**config.mk**
```make
export PLATFORM = sky130hd
export DESIGN_NAME = awgn_rx_demod
export DESIGN_NICKNAME = d
export VERILOG_FILES = /design/src/rtl/awgn_link_pkg.sv /design/src/rtl/awgn_integrate_dump.sv /design/src/rtl/awgn_rx_demod.sv
export SDC_FILE = /design/constraint.sdc
export NUM_CORES = 1
export LEC_CHECK = 0
export CAP_MARGIN = 15
export CORE_ASPECT_RATIO = 1.25
export CORE_MARGIN = 2
export CORE_UTILIZATION = 49
export CTS_BUF_LIST = sky130_fd_sc_hd__clkbuf_8
export DETAILED_ROUTE_END_ITERATION = 12
export PLACE_DENSITY = 0.71
export SYNTH_ARGS = -nofsm -noshare
export SYNTH_HDL_FRONTEND = slang
export SYNTH_HIERARCHICAL = 1
export SYNTH_SLANG_ARGS = --single-unit
```
**constraint.sdc**
```tcl
create_clock -name clk -period 3.6 [get_ports clk]
set_input_delay 0.36 -clock clk [delete_from_list [all_inputs] [get_ports clk]]
set_output_delay 0.36 -clock clk [all_outputs]
set_load 0.03 [all_outputs]
```
**src/rtl/awgn_link_pkg.sv**
```systemverilog
// Shared link constants and types for the AWGN transmit/receive pair.
// Latency: none (types, constants and a combinational helper only).
// Backpressure: not applicable.
package awgn_link_pkg;

  localparam int SAMPLE_W = 16;
  localparam int BYTE_W   = 8;

  // Bit value carried by a positive integrated amplitude; the transmit mapper
  // must use the same polarity or every recovered bit comes out inverted.
  localparam logic POS_AMP_BIT = 1'b1;

  typedef logic signed [SAMPLE_W-1:0] sample_t;
  typedef logic        [BYTE_W-1:0]   byte_t;

  typedef struct packed {
    logic value;
    logic erased;
  } bit_dec_t;

  // Map "integrated amplitude is strictly positive" onto a bit value.
  // A zero total is not positive, so it always takes the negative-amplitude value.
  function automatic logic slice_bit(input logic positive);
    return positive ? POS_AMP_BIT : ~POS_AMP_BIT;
  endfunction

endpackage

```
**src/rtl/awgn_integrate_dump.sv**
```systemverilog
// Integrate-and-dump over SPB samples per bit, sign slicer and erasure compare.
// Latency: decision registered, strobe 1 clk after the last sample of a bit.
// Backpressure: none; every valid sample is consumed, idle cycles hold state.
module awgn_integrate_dump
  import awgn_link_pkg::*;
#(
  parameter int SPB          = 8,
  parameter int ERASE_THRESH = 2048
) (
  input  logic     clk,
  input  logic     reset,
  input  sample_t  in_sample,
  input  logic     in_valid,
  input  logic     bit_align,
  output logic     dec_strobe,
  output bit_dec_t dec
);

  localparam int LOG2_SPB = $clog2(SPB);
  // Wide enough that SPB full-scale samples of either sign cannot overflow.
  localparam int ACC_W    = SAMPLE_W + LOG2_SPB;

  logic signed [ACC_W-1:0]    acc_q, acc_d;
  logic        [LOG2_SPB-1:0] samp_cnt_q, samp_cnt_d;
  logic                       strobe_q, strobe_d;
  bit_dec_t                   dec_q, dec_d;

  logic signed [ACC_W-1:0]    samp_ext;
  logic signed [ACC_W-1:0]    total;
  logic        [ACC_W-1:0]    tot_u;
  logic        [ACC_W-1:0]    mag;
  logic        [ACC_W-1:0]    mag_scaled;
  logic                       last_samp;
  logic                       positive;
  logic                       erased;

  // Running sum, magnitude of the bit total (unsigned, so the most negative
  // total maps to its true magnitude) and the per-bit decisions.
  always_comb begin
    samp_ext   = {{LOG2_SPB{in_sample[SAMPLE_W-1]}}, in_sample};
    total      = acc_q + samp_ext;
    tot_u      = total;
    mag        = tot_u[ACC_W-1] ? (~tot_u + {{(ACC_W-1){1'b0}}, 1'b1}) : tot_u;
    mag_scaled = mag >> LOG2_SPB;
    erased     = (mag_scaled < ACC_W'(ERASE_THRESH));
    positive   = !total[ACC_W-1] && (total != '0);
    last_samp  = (samp_cnt_q == LOG2_SPB'(SPB - 1));
  end

  // Next state: align restarts the window with this sample, the last sample
  // of a window dumps and decides, anything else keeps integrating.
  always_comb begin
    acc_d      = acc_q;
    samp_cnt_d = samp_cnt_q;
    strobe_d   = 1'b0;
    dec_d      = dec_q;
    if (in_valid) begin
      if (bit_align) begin
        acc_d      = samp_ext;
        samp_cnt_d = LOG2_SPB'(1);
      end else if (last_samp) begin
        acc_d        = '0;
        samp_cnt_d   = '0;
        strobe_d     = 1'b1;
        dec_d.value  = slice_bit(positive);
        dec_d.erased = erased;
      end else begin
        acc_d      = total;
        samp_cnt_d = samp_cnt_q + LOG2_SPB'(1);
      end
    end
  end

  // State registers; reset discards any partial bit.
  always_ff @(posedge clk or negedge reset) begin
    if (!reset) begin
      acc_q      <= '0;
      samp_cnt_q <= '0;
      strobe_q   <= 1'b0;
      dec_q      <= '0;
    end else begin
      acc_q      <= acc_d;
      samp_cnt_q <= samp_cnt_d;
      strobe_q   <= strobe_d;
      dec_q      <= dec_d;
    end
  end

  assign dec_strobe = strobe_q;
  assign dec        = dec_q;

endmodule

```
**src/rtl/awgn_rx_demod.sv**
```systemverilog
// AWGN receive demodulator: integrate-and-dump bits, pack MSB-first into bytes.
// Latency: bit_strobe 1 clk after a bit's last sample; out_valid 1 clk after the 8th strobe.
// Backpressure: single-entry output; a byte completing while the held one is unconsumed is dropped and flagged in overrun.
module awgn_rx_demod
  import awgn_link_pkg::*;
#(
  parameter int SPB          = 8,
  parameter int ERASE_THRESH = 2048,
  parameter int CNT_W        = 16
) (
  input  logic                clk,
  input  logic                reset,
  input  logic [SAMPLE_W-1:0] in_sample,
  input  logic                in_valid,
  input  logic                bit_align,
  output logic [BYTE_W-1:0]   out_byte,
  output logic                out_valid,
  input  logic                out_ready,
  output logic                bit_strobe,
  output logic                bit_value,
  output logic                bit_erased,
  output logic [CNT_W-1:0]    erase_count,
  output logic                overrun
);

  localparam int BIT_CNT_W = $clog2(BYTE_W);

  logic     dec_strobe;
  bit_dec_t dec;

  awgn_integrate_dump #(
    .SPB          (SPB),
    .ERASE_THRESH (ERASE_THRESH)
  ) u_int_dump (
    .clk        (clk),
    .reset      (reset),
    .in_sample  (sample_t'(in_sample)),
    .in_valid   (in_valid),
    .bit_align  (bit_align),
    .dec_strobe (dec_strobe),
    .dec        (dec)
  );

  logic [BIT_CNT_W-1:0] bit_cnt_q, bit_cnt_d;
  byte_t                shift_q, shift_d;
  byte_t                out_byte_q, out_byte_d;
  logic                 out_valid_q, out_valid_d;
  logic [CNT_W-1:0]     erase_count_q, erase_count_d;
  logic                 overrun_q, overrun_d;
  logic                 byte_done;

  // Pack decisions, count erasures and manage the single output slot.
  always_comb begin
    bit_cnt_d     = bit_cnt_q;
    shift_d       = shift_q;
    out_byte_d    = out_byte_q;
    out_valid_d   = out_valid_q;
    erase_count_d = erase_count_q;
    overrun_d     = overrun_q;
    byte_done     = dec_strobe && (bit_cnt_q == BIT_CNT_W'(BYTE_W - 1));

    if (dec_strobe) begin
      shift_d   = {shift_q[BYTE_W-2:0], dec.value};
      bit_cnt_d = bit_cnt_q + BIT_CNT_W'(1);
      if (dec.erased && (erase_count_q != '1)) begin
        erase_count_d = erase_count_q + CNT_W'(1);
      end
    end

    if (byte_done) begin
      if (!out_valid_q || out_ready) begin
        out_byte_d  = shift_d;
        out_valid_d = 1'b1;
      end else begin
        overrun_d = 1'b1;
      end
    end else if (out_valid_q && out_ready) begin
      out_valid_d = 1'b0;
    end
  end

  // State registers; reset drops partial bytes, the held byte and the statistics.
  always_ff @(posedge clk or negedge reset) begin
    if (!reset) begin
      bit_cnt_q     <= '0;
      shift_q       <= '0;
      out_byte_q    <= '0;
      out_valid_q   <= 1'b0;
      erase_count_q <= '0;
      overrun_q     <= 1'b0;
    end else begin
      bit_cnt_q     <= bit_cnt_d;
      shift_q       <= shift_d;
      out_byte_q    <= out_byte_d;
      out_valid_q   <= out_valid_d;
      erase_count_q <= erase_count_d;
      overrun_q     <= overrun_d;
    end
  end

  assign out_byte    = out_byte_q;
  assign out_valid   = out_valid_q;
  assign bit_strobe  = dec_strobe;
  assign bit_value   = dec.value;
  assign bit_erased  = dec.erased;
  assign erase_count = erase_count_q;
  assign overrun     = overrun_q;

endmodule

```
* Word level (Yosys, flattened, before mapping)
Index checks and enable logic that the tools add are counted.
** Word-level totals
- Logic and storage cells :: 51
- Bits in registers :: 62
- Input bits :: 21
- Output and inout bits :: 29
** Operators by class
- Reductions and logical operators :: 14
- Bitwise gates (word level) :: 3
- Order comparisons :: 1
- Equality and inequality tests :: 4
- Muxes and demuxes :: 13
- $add $sub $neg :: 5
** Operators with widths (number)
- 19-bit two-way mux :: 3
- 19-bit by 1-bit adder with 19-bit output, second input constant :: 1
- 19-bit by 16-bit adder with 19-bit output :: 1
- 19-bit NOT :: 1
- 19-bit nonzero test :: 1
- 16-bit by 1-bit adder with 16-bit output, second input constant :: 1
- 16-bit by 12-bit < comparator with 1-bit output, second input constant :: 1
- 16-bit inequality test, second input constant :: 1
- 8-bit two-way mux :: 1
- 2-bit AND reduction :: 4
- 1-bit two-way mux :: 7
- 3-bit by 1-bit adder with 3-bit output, second input constant :: 2
- 3-bit equality test, second input constant :: 2
- 3-bit two-way mux :: 2
- 1-bit logical AND :: 4
- 3-bit AND reduction :: 1
- 1-bit zero test :: 2
- 2-bit by 1-bit inequality test with 1-bit output, second input constant :: 1
- 1-bit NOT :: 2
- 2-bit nonzero test :: 1
- 1-bit logical OR :: 1

* Longest topological paths before layout
Gate-level depths: netlist of the first run.
- Depth after elaboration :: 5
- Gate-level depth with buffers :: 10
- Gate-level depth less buffers :: 10

* Cells and area by module
Netlist of the first run, hierarchy kept.
** Modules (own cells, without submodules)
- awgn_integrate_dump :: times used 1, seq. area each 625.6 µm², area an instance 2114.5 µm², cells each 252
- awgn_rx_demod :: times used 1, seq. area each 925.9 µm², area an instance 1637.8 µm², cells each 118

* Least setup slack after synthesis of the first run
No wires, ideal clock.
- Path type :: input port to flip-flop
- From :: input in_sample[0]
- To :: register u_int_dump.dec_q (netlist bit u_int_dump/dec[1])
- Setup slack :: 805 ps
- Buffers on the path :: 0
- Data arrival time :: 2672 ps
- Setup time :: 124 ps
- Required time :: 3476 ps
- Stages :: 10
- Cells stage by stage :: ha_1 -> fa_1 -> a21o_1 -> a21oi_2 -> xnor2_1 -> or4_4 -> nor4_2 -> nand4b_1 -> or3_1 -> o31a_1
** Between the ends
- Word-level cells in the longest chain between the ends :: 4
- Elaborated cells between the ends (all ways) :: 5
- Classes of those cells :: 1 x add/sub; 1 x mux; 3 x reduce/logical
** RTL lines
- start, declared :: line awgn_rx_demod.sv:13 : input logic [SAMPLE_W-1:0] in_sample,
- 19-bit by 16-bit adder with 19-bit output (*) :: line awgn_integrate_dump.sv:41 : total = acc_q + samp_ext;
- 19-bit nonzero test / 1-bit zero test (equally long branches) :: line awgn_integrate_dump.sv:46 : positive = !total[ACC_W-1] && (total != '0);
- 1-bit logical AND (*) :: line awgn_integrate_dump.sv:46
- 1-bit two-way mux (*) :: line awgn_link_pkg.sv:24 : return positive ? POS_AMP_BIT : ~POS_AMP_BIT;
- end signal, assigned :: line awgn_integrate_dump.sv:80 : dec_q <= '0;
- end signal, assigned :: line awgn_integrate_dump.sv:85 : dec_q <= dec_d;
- end, declared :: line awgn_integrate_dump.sv:26 : bit_dec_t dec_q, dec_d;
Mark *: on every way between the ends. The rest lies on a longest branch, timed or not.
A chain may end at the register's enable or synchronous reset.

* Final worst setup path of the first run
Ends and elaborated chain as after synthesis.

==> run_results.csv, run 1 <==
group,metric,value,unit
outcome,status,"finished clean",
route,vias,3031,
sta,hold_viol,0,
synthesis,synth_edf_count,0,
grt,grt_overflow,0,
grt,grt_max_degree,43,
synthesis,ys_warn_count,6,
final_layout,antennaDiodeCount,0,
run,drv_cap,0,
critical_path,crit_arrival,3.40,ns
clocking,cts_tree,"done",
pwr,swShare,35.0,%
placement,port_buffers,49,
synthesis,avgSynthCellArea,10.1,um2
critical_path,cp-end-kind,"flip-flop",
final_layout,drive_gt1_share,13.1,%
sta,fin_setup_tns,0,ns
pwr,clock_power_share,28.2,%
critical_path,required,3.83,ns
clocking,cts.sinks,62,
final_layout,final_cell_mix,"62 x dfrtp_1, 48 x clkdlybuf4s50_1, 36 x a21oi_1",
route,drt_wl_total,8280,um
clocking,numCtsBuffers,9,
die,die_x,82.3,um
pwr,ir_drop,0.269,mV
route,met2_length,4400,um
pwr,power.net_switching,0.752,mW
synthesis,yosys.area.top_type,"dfrtp_1",
synthesis,yosys-top-cells-area,"dfrtp_1 41%, ha_1 7.7%, mux2_2 5.4%",
critical_path,worstSetupPathType,"in -> reg",
sta,setup_viol,0,
route,drc_errors,0,
synthesis,synthArstFlopShare,100,%
route,drt-initial-drc-count,131,
clocking,h-tree-depth,3,
die,die_h,102,um
final_layout,nets,469,
placement,hpwlAfterDp,6130,um
synthesis,synth_ff_type,"dfrtp_1",
pwr,p_int,1.40,mW
critical_path,start_kind,"primary input",
synthesis,syn_nets,415,
critical_path,endpoint,"u_int_dump/dec[1]",
grt,grt_pass1_wl,13800,um
clocking,clockRootBuffer,"clkbuf_8",
clocking,cts_hold_buffers,0,
route,via_per_inst,5.82,
grt,track_usage,21.4,%
worst_hold_path,hp-class,"in -> async",
placement,place_inst,505,
final_layout,synthToLayoutAreaGrowth,21.0,%
grt,antenna_found_initial,0,
final_layout,final_common_cell,"dfrtp_1",
pwr,leakage,2.00,nW
sta,hold_slack,0.0952,ns
route,final_antenna_net_count,0,
critical_path,crit_path_max_fanout,3,
clocking,clockBufferDepth,2,
route,drt-met1-wl,3470,um
sta,fin_crit_sh,88.2,%
sta,finalClockSkew,0.0131,ns
sta,finalMaxSlewViolations,0,
route,routed.top_layer,"met4",
synthesis,synthCells,370,
clocking,clk_latency,0.34,ns
sta,fmax,0.315,GHz
route,met3_wirelength,336,um
sta,worst_pin_slew,0.784,ns
synthesis,netlist_area,3750,um2
route,wl_per_cell,15.9,um
die,dieArea,8380,um2
clocking,clkTransAtPathRegs,0.07,ns
die,num_rows,35,
clocking,postCtsSetupBuffers,0,
synthesis,yosysUniqueCellTypes,63,
clocking,post_cts_resize_count,0,
sta,rsz0062_at_grt,"no",
sta,timing.final.crit_period,3.18,ns
placement,routabilityCongestion,0.890,
critical_path,crit_path_start,"in_sample[0]",
pwr,comb_power_share,34.1,%
pwr,p_seq_share,37.7,%
pwr,power_density,473,nW/um2
grt,grt_pass1_vias,2953,
synthesis,yosysTopAreaCellShare,41.3,%
critical_path,reg2reg_slack,0.51,ns
die,start_util,50.7,%
die,ios,50,
die,core_area,7400,um2
route,drt-pass1-iter-count,4,
final_layout,final_cells,521,
critical_path,r2r-end,"u_int_dump/dec[1]",
critical_path,r2r.worst_path.cells,10,
critical_path,r2r-start,"u_int_dump/acc_q[0]",
synthesis,synth-seq-area-share,41.3,%
synthesis,ys_ff_latch,62,
sta,slew_headroom,47.7,%
## critical path: stages
cell and delay, ns:
clkdlybuf4s50_1 0.43, ha_1 0.23, fa_1 0.42, a211oi_1 0.35, o211ai_1 0.15, a31oi_1 0.32, xnor2_1 0.16, nor3_1 0.22
nand4b_1 0.14, or3_1 0.33, o31a_1 0.28
## power groups by stage
stage	clock [mW]	sequential, mW	combinational (mW)
6_report	0.606	0.810	0.732
3_3_place_gp	0	0.820	0.709
3_5_place_dp	0	0.822	0.720
5_1_grt	0.657	0.818	0.816
4_1_cts	0.626	0.810	0.727
2_1_floorplan	0	0.824	0.530
## stage by stage
stage	area (um2)	setup slack, ns	power (mW)	util, %
global placement	4340	0.181	1.53	58.7
global route	4540	0.291	2.29	61.3
detailed placement	4340	0.0939	1.54	58.7
finish	4540	0.423	2.15	61.3
CTS	4540	0.461	2.16	61.3
floorplan	3750	0.805	1.35	-
## worst min-delay path by stage
stage,end,slack [ns],cells after the start
2_1_floorplan,bit_cnt_q[0],0.06,0
3_3_place_gp,overrun,0.46,1
3_5_place_dp,overrun,0.46,1
4_1_cts,u_int_dump/acc_q[4],0.11,1
5_1_grt,u_int_dump/acc_q[4],0.16,1
6_report,erase_count[14],0.1,1
## area by class of cell
cell class | count | area (um2)
well taps | 92 | 115
multi-input cells | 291 | 2130
flip-flops and latches | 62 | 1550
clock buffers | 9 | 124
inverters | 7 | 26.3
clock inverters | 7 | 72.6
fillers | 636 | 2860
repair buffers | 53 | 515
## Yosys cell counts, types with 3 or more instances
cell type / number
a211oi_1: 4
a21boi_1: 3
a21o_1: 4
a21oi_1: 36
a22oi_1: 14
and2_1: 6
and3_1: 5
clkbuf_1: 8
dfrtp_1: 62
ha_1: 23
inv_1: 7
mux2_2: 18
nand2_1: 20
nand2b_1: 4
nand3_1: 9
nand4_1: 9
nor2_1: 34
nor2b_1: 6
nor3_1: 4
o211ai_1: 3
o21a_1: 3
o21ai_0: 8
o21ai_1: 4
or3_1: 4
xnor2_1: 20
xor2_1: 9
## logic make-up after synthesis
| group | synth area share, % |
|---|---|
| and+or+nand+nor | 18.4 |
| xor gates and xnor gates | 6.77 |
| muxes | 6.40 |
| AOI/OAI and AO/OA | 17.1 |
| adders and majority gates | 8.20 |
| DFF | 41.3 |
| buffers and inverters | 1.77 |
## state kept, by name, summed over array words and instances, names as in the netlist
| name | flops |
|---|---|
| u_int_dump/acc_q | 19 |
| erase_count | 16 |
| out_byte | 8 |
| shift_q | 8 |
| bit_cnt_q | 3 |
| u_int_dump/samp_cnt_q | 3 |
| u_int_dump/dec | 2 |
| out_valid | 1 |
| overrun | 1 |
| u_int_dump/dec_strobe | 1 |
## metal layers
layer | vias up | global-route usage [%]
li1 | 1480 | -
met1 | 1475 | 25.4
met2 | 66 | 37.5
met3 | 10 | 5.48
met4 | 0 | 6.67
met5 | - | 0
No activity file was read; power rests on OpenSTA's default activity.
==> run 2: changes to the inputs <==
- REMOVE_ABC_BUFFERS: default -> 1
==> run_results.csv, run 2 (synthesis gave the netlist of run 1 again) <==
group,metric,value,unit
sta,slew_headroom,45.4,%
route,vias,3021,
final_layout,nets,469,
placement,port_buffers,49,
die,num_rows,35,
pwr,power.net_switching,0.766,mW
final_layout,synthToLayoutAreaGrowth,21.8,%
clocking,numCtsBuffers,9,
pwr,power.total,2.24,mW
grt,track_usage,20.8,%
final_layout,final_common_cell,"dfrtp_1",
sta,rsz0062_at_grt,"no",
critical_path,crit_arrival,3.40,ns
grt,grt_max_degree,43,
sta,fin_setup_tns,0,ns
sta,finalClockSkew,0.0120,ns
outcome,status,"finished clean",
sta,worst_pin_slew,0.819,ns
grt,antenna_found_initial,0,
pwr,p_int,1.47,mW
die,dieArea,8380,um2
sta,finalMaxSlewViolations,0,
placement,hpwlAfterDp,6090,um
critical_path,cp_cell_sequence,"clkdlybuf4s50_1 -> ha_1 -> fa_1 -> a211oi_1 -> o211ai_1 -> a31oi_1 -> xnor2_1 -> nor3_1 -> nand4b_1 -> or3_1 -> o31a_1",
route,final_antenna_net_count,0,
pwr,ir_drop,0.258,mV
final_layout,drive_gt1_share,13.1,%
die,die_x,82.3,um
run,drv_cap,0,
sta,hold_viol,0,
placement,dp_slack,0.0543,ns
die,die_h,102,um
grt,grt_overflow,0,
critical_path,max_stage_delay,0.43,ns
pwr,comb_power_share,32.6,%
die,core_area,7400,um2
clocking,cts.sinks,62,
clocking,cts_hold_buffers,0,
pwr,power_density,490,nW/um2
critical_path,crit_path_max_fanout,3,
final_layout,num-fill-cells,613,
route,drt_wl_total,8090,um
route,wl_per_cell,15.5,um
die,start_util,50.7,%
final_layout,utilization,61.7,%
clocking,clockRootBuffer,"clkbuf_8",
critical_path,slowest_stage,"clkdlybuf4s50_1",
clocking,postCtsSetupBuffers,0,
route,drc_errors,0,
grt,grt_pass1_wl,13400,um
pwr,swShare,34.2,%
pwr,leakage,2.02,nW
sta,setup_viol,0,
placement,routabilityCongestion,0.869,
critical_path,worstSetupPathType,"in -> reg",
clocking,clk_latency,0.34,ns
worst_hold_path,hp-class,"in -> async",
grt,grt_pass1_vias,3015,
critical_path,cp-end-kind,"flip-flop",
route,via_per_inst,5.80,
clocking,clockBufferDepth,2,
critical_path,required,3.82,ns
final_layout,antennaDiodeCount,0,
final_layout,final_cell_mix,"62 x dfrtp_1, 48 x clkdlybuf4s50_1, 36 x a21oi_1",
pwr,clock_power_share,31.3,%
route,drt-pass1-iter-count,5,
sta,fin_ws,0.423,ns
final_layout,top_register,"u_int_dump/acc_q",
sta,fin_crit_sh,88.3,%
die,ios,50,
clocking,post_cts_resize_count,0,
clocking,cts_tree,"done",
pwr,p_seq_share,36.1,%
clocking,h-tree-depth,3,
sta,fmax,0.315,GHz
final_layout,largest_register_ff_count,19,
route,drt-initial-drc-count,152,
critical_path,start_kind,"primary input",
sta,timing.final.crit_period,3.18,ns
clocking,clkTransAtPathRegs,0.08,ns
-- run 2: cell types whose count changed in the layout (fill, tap and decap cells not counted) --
cell	change
clkinv_4	-1
bufinv_16	+1
inv_8	+1
inv_6	+2
clkinv_2	-1
clkinvlp_4	-2
-- run 2: critical path: cells and delay by family --
kind | cells | cell delay, ns
AOI/OAI and AO/OA | 4 | 1.12
xor gates and xnor gates | 1 | 0.15
adders and majority gates | 2 | 0.66
buffers and inverters | 1 | 0.43
and+or+nand+nor | 3 | 0.67
-- run 2: power groups by stage --
stage	sequential [mW]	clock (mW)	combinational (mW)
floorplan	0.824	0	0.522
global placement	0.819	0	0.707
detailed placement	0.822	0	0.720
CTS	0.810	0.722	0.725
global route	0.817	0.749	0.816
finish	0.809	0.701	0.731
-- run 2: stage by stage --
step | cells | hold slack, ns | instance area [um2]
after floorplan | 360 | 0.0644 | 3710
after global placement | 505 | 0.459 | 4340
after detailed placement | 505 | 0.473 | 4340
after CTS | 521 | 0.130 | 4570
after global routing | 521 | 0.180 | 4570
final | 521 | 0.0996 | 4570
-- run 2: final timing paths --
kind,slack (ns),endpoint,cells past startpoint,startpoint
worst max register to register,0.50,u_int_dump/dec[1],10,u_int_dump/acc_q[0]
max in group asynchronous,2.65,shift_q[7],2,reset
worst min-delay path,0.1,erase_count[4],1,reset
worst min register to register,0.48,bit_cnt_q[0],1,bit_cnt_q[0]
min in group clk,0.48,bit_cnt_q[0],1,bit_cnt_q[0]
worst max-delay path,0.42,u_int_dump/dec[1],11,in_sample[0]
-- run 2: layout make-up --
type	count	area, um2	share of cell area (%)
well taps	92	115	2.52
repair buffers	53	515	11.3
inverters	7	26.3	0.575
flip-flops and latches	62	1550	34.0
clock buffers	9	124	2.71
clock inverters	7	103	2.25
multi-input cells	291	2130	46.7
-- run 2: layer usage --
| layer | up-vias | routed length [um] | track usage (%) |
|---|---|---|---|
| met5 | - | 0 | 0 |
| met1 | 1461 | 3380 | 23.5 |
| li1 | 1479 | - | - |
| met2 | 68 | 4280 | 37.5 |
| met4 | 0 | 166 | 8.97 |
| met3 | 13 | 273 | 3.89 |
==> run 3: changes to the inputs <==
- ABC_CLOCK_PERIOD_IN_PS: default -> 3600
- PLACE_DENSITY: 0.71 -> 0.72
- SYNTH_HIERARCHICAL: 1 -> default
==> run_results.csv, run 3 <==
group,metric,value,unit
outcome,status,"finished clean",
final_layout,drive_gt1_share,13.9,%
clocking,clk_latency,0.34,ns
critical_path,crit_path_start,"in_sample[0]",
clocking,cts_tree,"done",
final_layout,antennaDiodeCount,0,
synthesis,yosysUniqueCellTypes,53,
critical_path,required,3.82,ns
clocking,cts.sinks,62,
clocking,clkTransAtPathRegs,0.07,ns
placement,dp_slack,0.0416,ns
clocking,clockRootBuffer,"clkbuf_8",
critical_path,r2r-end,"u_int_dump.dec[1]",
route,vias,2821,
placement,port_buffers,49,
synthesis,synthCells,354,
die,dieArea,8060,um2
die,core_area,7060,um2
grt,grt_max_degree,45,
critical_path,max_stage_delay,0.43,ns
final_layout,final_cells,508,
clocking,numCtsBuffers,9,
pwr,ir_drop,0.271,mV
critical_path,worstSetupPathType,"in -> reg",
final_layout,final_cell_mix,"62 x dfrtp_1, 48 x clkdlybuf4s50_1, 38 x a21oi_1",
die,die_h,99.8,um
die,start_util,51.0,%
route,drt-pass1-iter-count,4,
final_layout,final_common_cell,"dfrtp_1",
critical_path,r2r.worst_path.cells,10,
die,num_rows,34,
die,die_x,80.7,um
synthesis,yosysTopAreaCellShare,43.1,%
run,drv_cap,0,
pwr,power_density,515,nW/um2
final_layout,final_area,4430,um2
critical_path,cp_cell_sequence,"clkdlybuf4s50_1 -> ha_1 -> fa_1 -> xor2_1 -> or3_1 -> nor3_1 -> o211ai_1 -> or4_1 -> nor4_2 -> a21boi_1 -> mux2_4",
synthesis,ys_warn_count,0,
sta,timing.final.crit_period,3.21,ns
synthesis,yosys-top-cells-area,"dfrtp_1 43%, ha_1 8.0%, mux2_2 6.3%",
clocking,postCtsSetupBuffers,0,
clocking,post_cts_resize_count,0,
route,wl_per_cell,14.4,um
clocking,clockBufferDepth,2,
route,drc_errors,0,
sta,slew_headroom,40.4,%
placement,place_inst,492,
grt,grt_overflow,0,
synthesis,synthArstFlopShare,100,%
placement,routabilityCongestion,0.871,
critical_path,slowest_stage,"clkdlybuf4s50_1",
final_layout,synthToLayoutAreaGrowth,23.0,%
sta,finalClockSkew,0.00925,ns
grt,antenna_found_initial,0,
sta,worst_pin_slew,0.894,ns
synthesis,netlist_area,3600,um2
final_layout,utilization,62.7,%
synthesis,synthTopCellsByCount,"62 x dfrtp_1, 38 x a21oi_1, 34 x nor2_1, 23 x ha_1, 22 x xnor2_1",
final_layout,top_register,"u_int_dump.acc_q",
sta,rsz0062_at_grt,"no",
critical_path,cp-end-kind,"flip-flop",
synthesis,synth.most_common_cell,"dfrtp_1",
pwr,leakage,1.96,nW
synthesis,yosys.area.top_type,"dfrtp_1",
final_layout,largest_register_ff_count,19,
worst_hold_path,hp-class,"in -> async",
clocking,cts_hold_buffers,0,
sta,hold_slack,0.135,ns
final_layout,nets,458,
synthesis,avgSynthCellArea,10.2,um2
route,drt-initial-drc-count,78,
critical_path,crit_arrival,3.43,ns
route,drt_wl_total,7340,um
critical_path,start_kind,"primary input",
grt,grt_pass1_wl,12600,um
critical_path,r2r-start,"u_int_dump.acc_q[0]",
sta,fmax,0.311,GHz
sta,fin_crit_sh,89.3,%
sta,fin_setup_tns,0,ns
placement,place_area,4220,um2
route,final_antenna_net_count,0,
sta,hold_viol,0,
pwr,power.total,2.28,mW
synthesis,synth_ff_type,"dfrtp_1",
placement,hpwlAfterDp,5540,um
sta,finalMaxSlewViolations,0,
synthesis,synth-seq-area-share,43.1,%
sta,setup_viol,0,
synthesis,synth_edf_count,0,
grt,grt_pass1_vias,2796,
die,ios,50,
route,via_per_inst,5.55,
clocking,h-tree-depth,3,
critical_path,reg2reg_slack,0.47,ns
synthesis,ys_ff_latch,62,
grt,track_usage,19.9,%
critical_path,crit_path_max_fanout,3,
sta,fin_ws,0.385,ns
-- run 3: cell types whose count changed after synthesis, sizes merged, moves of 3 or more --
| cell | change |
|---|---|
| a2111oi | +4 |
| a211oi | -3 |
| a21o | +3 |
| a22oi | -3 |
| and3 | -3 |
| and4 | -4 |
| nand2 | -7 |
| nand3 | +9 |
| nand4 | -7 |
| nor2b | -4 |
-- run 3: kinds of logic after synthesis --
family / count (synthesis) / share of synthesized area [%]
flops: 62 / 43.1
xor+xnor: 29 / 7.05
mux: 22 / 6.95
fa+ha+maj: 24 / 8.55
buf+inv: 19 / 2.40
simple gates: 106 / 14.9
compound gates: 92 / 17.0
-- run 3: layer usage --
layer	global-route usage, %	wire, um
met1	24.6	3320
met2	34.6	3670
met3	4.95	270
met4	5.48	82
met5	0	0
-- run 3: critical path, delay by kind of cell --
family / cells / cell delay, ns
compound gates: 2 / 0.24
xor+xnor: 1 / 0.17
fa+ha+maj: 2 / 0.66
buf+inv: 1 / 0.43
mux: 1 / 0.26
simple gates: 4 / 1.31
-- run 3: worst max path at each step --
| stage | cells past startpoint | slack, ns | endpoint |
|---|---|---|---|
| after floorplan | 9 | 0.66 | u_int_dump.dec[1] |
| after global placement | 12 | 0.09 | u_int_dump.dec[0] |
| after detailed placement | 12 | 0.04 | u_int_dump.dec[0] |
| after CTS | 12 | 0.38 | u_int_dump.dec[0] |
| after global routing | 12 | 0.02 | u_int_dump.dec[0] |
| final | 11 | 0.39 | u_int_dump.dec[1] |
-- run 3: where the power goes --
part | switching, mW | total (mW) | internal [mW]
Combinational | 0.439 | 0.815 | 0.376
Sequential | 0.0627 | 0.838 | 0.776
Clock | 0.285 | 0.626 | 0.342
-- run 3: area by class of cell --
cell class	instances	area (um2)
flip-flops and latches	62	1550
repair buffers	60	568
well taps	90	113
clock inverters	6	70.1
multi-input cells	273	1960
inverters	7	26.3
fillers	609	2630
clock buffers	10	138
